### src/rtl/alu_multicycle.sv
// -----------------------------------------------------------------------------
// alu_multicycle
//   ALU in which AND/OR/ADD/SUB/XOR/EQ/SLT finish in a single edge, and shifts
//   move one bit per clock through an internal working register. An operation
//   is accepted only from IDLE. Its operands and opcode are captured at the
//   start edge. The result appears together with a one-cycle done pulse.
//
// Ports
//   clk        in   clock, rising edge
//   reset      in   asynchronous active-low reset
//   start      in   operation request, sampled only while busy=0
//   Operation  in   4-bit opcode (AND,OR,ADD,SUB,XOR,SLL,SRL,SRA,EQ,SLT)
//   SrcA       in   operand A
//   SrcB       in   operand B; SrcB[SW-1:0] is the shift amount
//   busy       out  high whenever the FSM is not in IDLE
//   done       out  one-cycle completion pulse
//   ALUResult  out  registered result, held until the next completion
//   Zero       out  registered (ALUResult == 0)
// -----------------------------------------------------------------------------
module alu_multicycle #(
   parameter int DATA_WIDTH = 32
) (
   input  logic                  clk,
   input  logic                  reset,
   input  logic                  start,
   input  logic [3:0]            Operation,
   input  logic [DATA_WIDTH-1:0] SrcA,
   input  logic [DATA_WIDTH-1:0] SrcB,
   output logic                  busy,
   output logic                  done,
   output logic [DATA_WIDTH-1:0] ALUResult,
   output logic                  Zero
);

   localparam int SW = $clog2(DATA_WIDTH);

   localparam logic [3:0] OP_AND = 4'b0000;
   localparam logic [3:0] OP_OR  = 4'b0001;
   localparam logic [3:0] OP_ADD = 4'b0010;
   localparam logic [3:0] OP_SUB = 4'b0011;
   localparam logic [3:0] OP_XOR = 4'b0100;
   localparam logic [3:0] OP_SLL = 4'b0101;
   localparam logic [3:0] OP_SRL = 4'b0110;
   localparam logic [3:0] OP_SRA = 4'b0111;
   localparam logic [3:0] OP_EQ  = 4'b1000;
   localparam logic [3:0] OP_SLT = 4'b1001;

   localparam logic [SW-1:0] CNT_ONE = SW'(1);

   typedef enum logic [1:0] {
      S_IDLE  = 2'd0,
      S_SHIFT = 2'd1,
      S_DONE  = 2'd2
   } state_t;

   state_t                state_q, state_d;
   logic [3:0]            op_q, op_d;
   logic [DATA_WIDTH-1:0] work_q, work_d;
   logic [SW-1:0]         cnt_q, cnt_d;
   logic [DATA_WIDTH-1:0] result_q, result_d;
   logic                  zero_q, zero_d;

   function automatic logic is_shift(input logic [3:0] op);
      return (op == OP_SLL) || (op == OP_SRL) || (op == OP_SRA);
   endfunction

   // Single-edge result. A shift reaches this function only with a shift
   // amount of 0, so it passes operand A through unchanged.
   function automatic logic [DATA_WIDTH-1:0] alu_comb(input logic [3:0]            op,
                                                      input logic [DATA_WIDTH-1:0] a,
                                                      input logic [DATA_WIDTH-1:0] b);
      logic [DATA_WIDTH-1:0] r;
      case (op)
         OP_AND:                 r = a & b;
         OP_OR:                  r = a | b;
         OP_ADD:                 r = a + b;
         OP_SUB:                 r = a - b;
         OP_XOR:                 r = a ^ b;
         OP_SLL, OP_SRL, OP_SRA: r = a;
         OP_EQ:                  r = DATA_WIDTH'(a == b);
         OP_SLT:                 r = DATA_WIDTH'($signed(a) < $signed(b));
         default:                r = '0;
      endcase
      return r;
   endfunction

   // One bit of shift per clock.
   function automatic logic [DATA_WIDTH-1:0] shift_one(input logic [3:0]            op,
                                                       input logic [DATA_WIDTH-1:0] w);
      logic [DATA_WIDTH-1:0] r;
      case (op)
         OP_SLL:  r = {w[DATA_WIDTH-2:0], 1'b0};
         OP_SRL:  r = {1'b0, w[DATA_WIDTH-1:1]};
         OP_SRA:  r = {w[DATA_WIDTH-1], w[DATA_WIDTH-1:1]};
         default: r = w;
      endcase
      return r;
   endfunction

   always_comb begin
      // NOTE: every signal assigned here gets a default first, so no path
      // through the case statement can leave a value unassigned and infer a latch.
      state_d  = state_q;
      op_d     = op_q;
      work_d   = work_q;
      cnt_d    = cnt_q;
      result_d = result_q;
      zero_d   = zero_q;

      case (state_q)
         S_IDLE: begin
            if (start) begin
               op_d = Operation;
               if (is_shift(Operation) && (SrcB[SW-1:0] != '0)) begin
                  work_d  = SrcA;
                  cnt_d   = SrcB[SW-1:0];
                  state_d = S_SHIFT;
               end else begin
                  result_d = alu_comb(Operation, SrcA, SrcB);
                  zero_d   = (result_d == '0);
                  state_d  = S_DONE;
               end
            end
         end
         S_SHIFT: begin
            work_d = shift_one(op_q, work_q);
            cnt_d  = cnt_q - CNT_ONE;
            // The result register is loaded only when the last bit has moved,
            // so ALUResult keeps its previous value while the shift runs.
            if (cnt_q == CNT_ONE) begin
               result_d = work_d;
               zero_d   = (work_d == '0);
               state_d  = S_DONE;
            end
         end
         S_DONE:  state_d = S_IDLE;
         default: state_d = S_IDLE;
      endcase
   end

   always_ff @(posedge clk or negedge reset) begin
      if (!reset) begin
         state_q  <= S_IDLE;
         op_q     <= '0;
         work_q   <= '0;
         cnt_q    <= '0;
         result_q <= '0;
         zero_q   <= 1'b1;
      end else begin
         // NOTE: non-blocking assignments here, so every register samples the
         // pre-edge values regardless of statement order.
         state_q  <= state_d;
         op_q     <= op_d;
         work_q   <= work_d;
         cnt_q    <= cnt_d;
         result_q <= result_d;
         zero_q   <= zero_d;
      end
   end

   assign busy      = (state_q != S_IDLE);
   assign done      = (state_q == S_DONE);
   assign ALUResult = result_q;
   assign Zero      = zero_q;

endmodule

### config.mk
export PLATFORM = sky130hd
export DESIGN_NAME = alu_multicycle
export DESIGN_NICKNAME = d
export VERILOG_FILES = /design/src/rtl/alu_multicycle.sv
export SDC_FILE = /design/constraint.sdc
export NUM_CORES = 1
export LEC_CHECK = 0
export BUFFER_PORTS_ARGS = -buffer_cell sky130_fd_sc_hd__buf_2
export CAP_MARGIN = 40
export CORE_MARGIN = 1
export CORE_UTILIZATION = 35
export DETAILED_ROUTE_END_ITERATION = 10
export GPL_TIMING_DRIVEN = 0
export SYNTH_ARGS = -nofsm -noshare
export SYNTH_HDL_FRONTEND = slang
export SYNTH_SLANG_ARGS = --single-unit
### constraint.sdc
create_clock -name clk -period 2.15 [get_ports clk]
set_input_delay 0.43 -clock clk [delete_from_list [all_inputs] [get_ports clk]]
set_output_delay 0.43 -clock clk [all_outputs]
set_load 0.1 [all_outputs]
### Word level (Yosys, flattened, before mapping)

Index checks and enable logic that the tools add are counted.

| storage, ports and cells | value |
|---|---|
| flip-flop bits (word level) | 76 |
| bits of input ports | 71 |
| output and inout port bits | 35 |
| logic and storage cells | 72 |

| operators by class | value |
|---|---|
| add/sub/neg operators | 3 |
| $lt $le $gt $ge | 1 |
| equal/unequal tests | 20 |
| muxes and demuxes | 24 |
| bitwise operators | 3 |
| reduce and logical (&&, ||, !) cells | 15 |

Operators with widths:

| cell | number |
|---|---|
| $mux W32 | 9 |
| $pmux W32 S8 | 1 |
| $pmux W32 S2 | 2 |
| $pmux W32 S3 | 1 |
| $logic_not A32 Y1 | 2 |
| $add A32 B32 Y32 | 1 |
| $and A32 B32 Y32 | 1 |
| $eq A32 B32 Y1 | 1 |
| $lt A32 B32 Y1 | 1 |
| $or A32 B32 Y32 | 1 |
| $sub A32 B32 Y32 | 1 |
| $xor A32 B32 Y32 | 1 |
| $eq A4 B3 Y1 const B | 7 |
| $mux W5 | 2 |
| $pmux W5 S2 | 1 |
| $eq A4 B2 Y1 const B | 2 |
| $eq A4 B4 Y1 const B | 2 |
| $ne A2 B2 Y1 const B | 4 |
| $mux W2 | 3 |
| $eq A5 B1 Y1 const B | 1 |
| $reduce_bool A5 Y1 | 1 |
| $sub A5 B1 Y5 const B | 1 |
| $eq A4 B1 Y1 const B | 1 |
| $logic_not A4 Y1 | 1 |
| other kinds (13) | 18 |

### Logic depth before layout (Yosys ltp)

| logic depth | value |
|---|---|
| word-level depth | 11 |
| mapped depth | 14 |
| gate-level depth less buffers | 14 |

### Worst setup path before layout

OpenSTA, ideal clock, no wires.

| timing | value |
|---|---|
| kind | input port to flip-flop |
| from | input SrcA[0] |
| to | register zero_q, in the netlist Zero |
| library setup time | 72 ps |
| arrival | 3246 ps |
| required time | 2078 ps |
| setup slack | -1168 ps |
| stages on the path | 13 |
| buffers on the path | 0 |
| cells stage by stage | inv_1 ha_1 fa_1 o21ba_2 or4_1 a21oi_1 nor2_1 o41a_1 a31o_1 nor4_1 nor4b_2 nand4_1 o21ai_1 |

| between the ends | value |
|---|---|
| cells in the longest elaborated chain, start to end | 9 |
| elaborated cells between the ends (all ways) | 15 |
| those cells by class | 2 x add/sub; 1 x order compare; 1 x eq/ne; 7 x mux; 3 x bitwise; 1 x reduce/logical |

Ends and longest elaborated chain:

| item | RTL line | text |
|---|---|---|
| from (decl) | 27 | `input logic [DATA_WIDTH-1:0] SrcA,` |
| $sub A32 B32 Y32 (tied with other cells) | 77 | `OP_SUB: r = a - b;` |
| $pmux W32 S8 * | 73 | `case (op)` |
| $mux W32 * | 114 | `if (is_shift(Operation) && (SrcB[SW-1:0] != '0)) begin` |
| $mux W32 * | 112 | `if (start) begin` |
| $mux W32 * | 110 | `case (state_q)` |
| $logic_not A32 Y1 * | 120 | `zero_d = (result_d == '0);` |
| $mux W1 * | 114 |  |
| $mux W1 * | 112 |  |
| $pmux W1 S2 * | 110 |  |
| to (signal assigned) | 157 | `zero_q <= zero_d;` |
| to (decl) | 61 | `logic zero_q, zero_d;` |

Every way passes the cells marked *; elsewhere a longest branch is shown, timed or not. The select of a mux whose other input is x is not followed.
A chain may end at the register's enable or synchronous reset.

### Worst setup path after layout

Ends and elaborated chain as after synthesis.

==> metrics.txt <==
die area 0.0297 mm^2; Syn Nets 1577; WL/cell 23.8 um; Synth Area in Compound Gates 34.0%; die height 172 um; ys flop type dfrtp_1; Worst EP required 2.43 ns; critical path's slowest cell or4_4; antenna-violating nets left 0; most common cell after layout, fill and taps aside nand2_1; GRT Overall Usage between 30% and 40%; adder-cell area share of the yosys netlist 14.0%; Worst VDD drop 524 uV; run status finished, violations left; count of different cell masters after synthesis 89; P&R area growth vs syn 36.9%; Slew @ Worst Pin 0.876 ns; crit-path max cell delay 0.47 ns; CTS tree done; cell mode on critical path nand4_1; asr flop ratio synth 100%; I/O Pins 106; LEAKAGE 0.00597 uW; initial antenna violation count 1; initial core utilization ~36%; crit path max fanout 4; r2r setup slk -0.78 ns; Bufs on Longest Clock Path 2; # diodes 0; crit end category flop; DP Cell Count 1878; first drt pass iteration count 5; vias 12135; Pwr per Cell Area 938 mW/mm^2; CP top delay family simple AND/OR/NAND/NOR gates; Std-Cell Rows 61; Core Util, Final 49.3%; critical-path cell list buf_12 -> inv_12 -> ha_4 -> fa_2 -> o21ba_4 -> or4_4 -> buf_4 -> nand3_1 -> o311ai_2 -> xor2_1 -> a21oi_2 -> and4_1 -> nand4_1 -> nor4b_4 -> nand4_1 -> o21ai_1; post-synthesis register bit count between 70 and 80; CP Data Arrival Time 3.60 ns; R2R Path Start cnt_q[1]; Tcrit/Tclk final 155%; Die X 172 um; Final min period 3.32 ns; YS warnings 0; number of global-route vias before repair 11274; final std cell area, no fill 0.0139 mm^2; final net count around 1800; Final HPWL DP roughly 36000 um; Post-Syn Area 0.0101 mm^2; Worst Setup Path Type input port to flop; first-pass GRT wire length slightly below 70000 um; sequential element share of the synthesized area 18.8%; most frequent cells in the layout nand2_1 (159), ha_1 (93), buf_4 (92); GR Overflow Total 0; worst rel slew slack 41.6%; largest net degree at the start of global routing 42; Final Instance Count excl. Fillers just under 2000; H-tree level count 3; hold_buf cts 0; Via density 6.19; Hold Vio Cnt, Final 0; simple-gate portion of the synthesized area 22.4%; setup slack after layout -1.17 ns; Final Skew 0.0109 ns; layout cell share with drive strength beyond 1 32.5%; CP Buf/Inv Count 3; IO Port Bufs between 100 and 150; XOR/XNOR Fraction of Synth Area 1.38%; Syn Inst Count between 1000 and 1500; Clock Tree Root clkbuf_16; max frequency 301 MHz; Setup-failing EPs final 30; Max-Cap Viols 0; failing checks setup timing; Post-synth EDFFs 0; Cell Area, Placed about 0.012 mm^2; reg-to-reg endpoint Zero; Slew Limit Fails 0; total wire length 46600 um; Num Clock Sinks 76; startpoint types input port; detailed router's first-iteration violation count 1207; RSZ-0062 raised after global routing true; multiplexer share of the synthesized area 1.33%; Hold WC Path Type input port to asynchronous set/reset pin; Worst-Skew Late Latency 0.35 ns; routability cong. 0.996; largest family of logic cells by synthesized area compound AO/OA/AOI/OAI gates; cells on worst reg2reg path 13; clock transition at the registers of the reported paths 0.06 ns; core area around 0.028 mm^2; TritonCTS buffer count 9; DRC violations left 0; Mapped Avg Cell Area 7.27 um^2
-- metrics by stage --
step | hold slack (ns) | setup TNS, ns | setup slack, ns | total power [uW]
5_1_grt | 0.0945 | -22.13 | -1.28 | 13700
2_1_floorplan | 0.134 | -13.13 | -0.990 | 8370
4_1_cts | 0.0673 | -18.40 | -1.18 | 12600
6_report | 0.0509 | -20.15 | -1.17 | 13000
3_5_place_dp | 0.430 | -71.01 | -2.07 | 10400
3_3_place_gp | 0.453 | -71.75 | -2.04 | 10400
-- layout make-up --
type,instances,area [um^2]
flip-flops and latches,76,1900
fillers,2806,14300
plain buffers,91,713
well taps,378,473
clock inverters,6,70.1
clock buffers,10,229
repair buffers,184,1300
inverters,106,463
multi-input cells,1111,8730
-- repair_timing --
| action | in CTS | in global routing |
|---|---|---|
| gates resized for setup | 256 | 137 |
| endpoints found under the setup margin | 72 | 66 |
| buffers inserted | 52 | 27 |
| pin swaps | 55 | 63 |
-- power by group --
group	switching (uW)	total, uW	internal, uW
combinational	6000	8660	2660
sequential	707	2820	2110
clock	644	1550	908
total	7350	13000	5680
-- worst max-delay path by stage --
| stage | start | cells past startpoint | endpoint | slack [ns] |
|---|---|---|---|---|
| 3_5_place_dp | Operation[2] | 13 | Zero | -2.07 |
| 2_1_floorplan | SrcA[0] | 14 | Zero | -0.99 |
| 5_1_grt | SrcA[0] | 16 | Zero | -1.28 |
| 6_report | SrcA[0] | 16 | Zero | -1.17 |
| 4_1_cts | SrcA[0] | 14 | Zero | -1.18 |
| 3_3_place_gp | Operation[2] | 13 | Zero | -2.04 |
-- cell families after synthesis --
kind of cell             count (synthesis)
AO/OA/AOI/OAI                          505
AND/OR/NAND/NOR                        465
buffers and inverters                  207
adder cells (fa/ha/maj)                112
flip-flops                              76
XOR/XNOR                                16
multiplexers                            13
-- synth_stat cells, types with 5 or more instances --
cell / number / area (um^2)
clkbuf_1: 74 / 278
inv_1: 103 / 387
and2_1: 12 / 75.1
o221ai_1: 6 / 52.6
a221oi_1: 13 / 114
buf_1: 10 / 37.5
nor4_1: 18 / 113
mux2i_1: 9 / 90.1
nand2_1: 167 / 627
buf_2: 10 / 50.1
nor2b_1: 37 / 231
o211a_1: 5 / 50.1
nor2_1: 89 / 334
nand2b_1: 17 / 106
a22oi_1: 41 / 308
o21a_1: 8 / 60.1
nand4_1: 17 / 106
o22ai_1: 6 / 37.5
o21ai_0: 92 / 460
nor3_1: 32 / 160
and3_1: 10 / 62.6
o211ai_1: 26 / 195
ha_1: 110 / 1380
o31a_1: 8 / 70.1
a211oi_1: 15 / 113
a211o_1: 8 / 70.1
a21oi_1: 90 / 450
a221o_1: 6 / 60.1
or3_1: 8 / 50.1
nand3_1: 28 / 140
o31ai_1: 33 / 248
a31oi_1: 61 / 382
a21o_1: 24 / 180
xnor2_1: 14 / 123
o21bai_1: 9 / 67.6
dfrtp_1: 75 / 1880
or4_1: 6 / 45.0
-- state kept, by name, summed over array words and instances (netlist names) --
register and count:
ALUResult 32, work_q 32, cnt_q 5, op_q 4, state_q 2, Zero 1
-- routing by layer --
layer  vias up  global-route usage (%)  wire (um)
met1      5847                    40.6      19100
met4         2                    15.9       2480
met2       648                    50.2      21100
li1       5490                       -          -
met5         -                       0         16
met3       148                    4.67       3960
(Power assumes the default switching activity.)
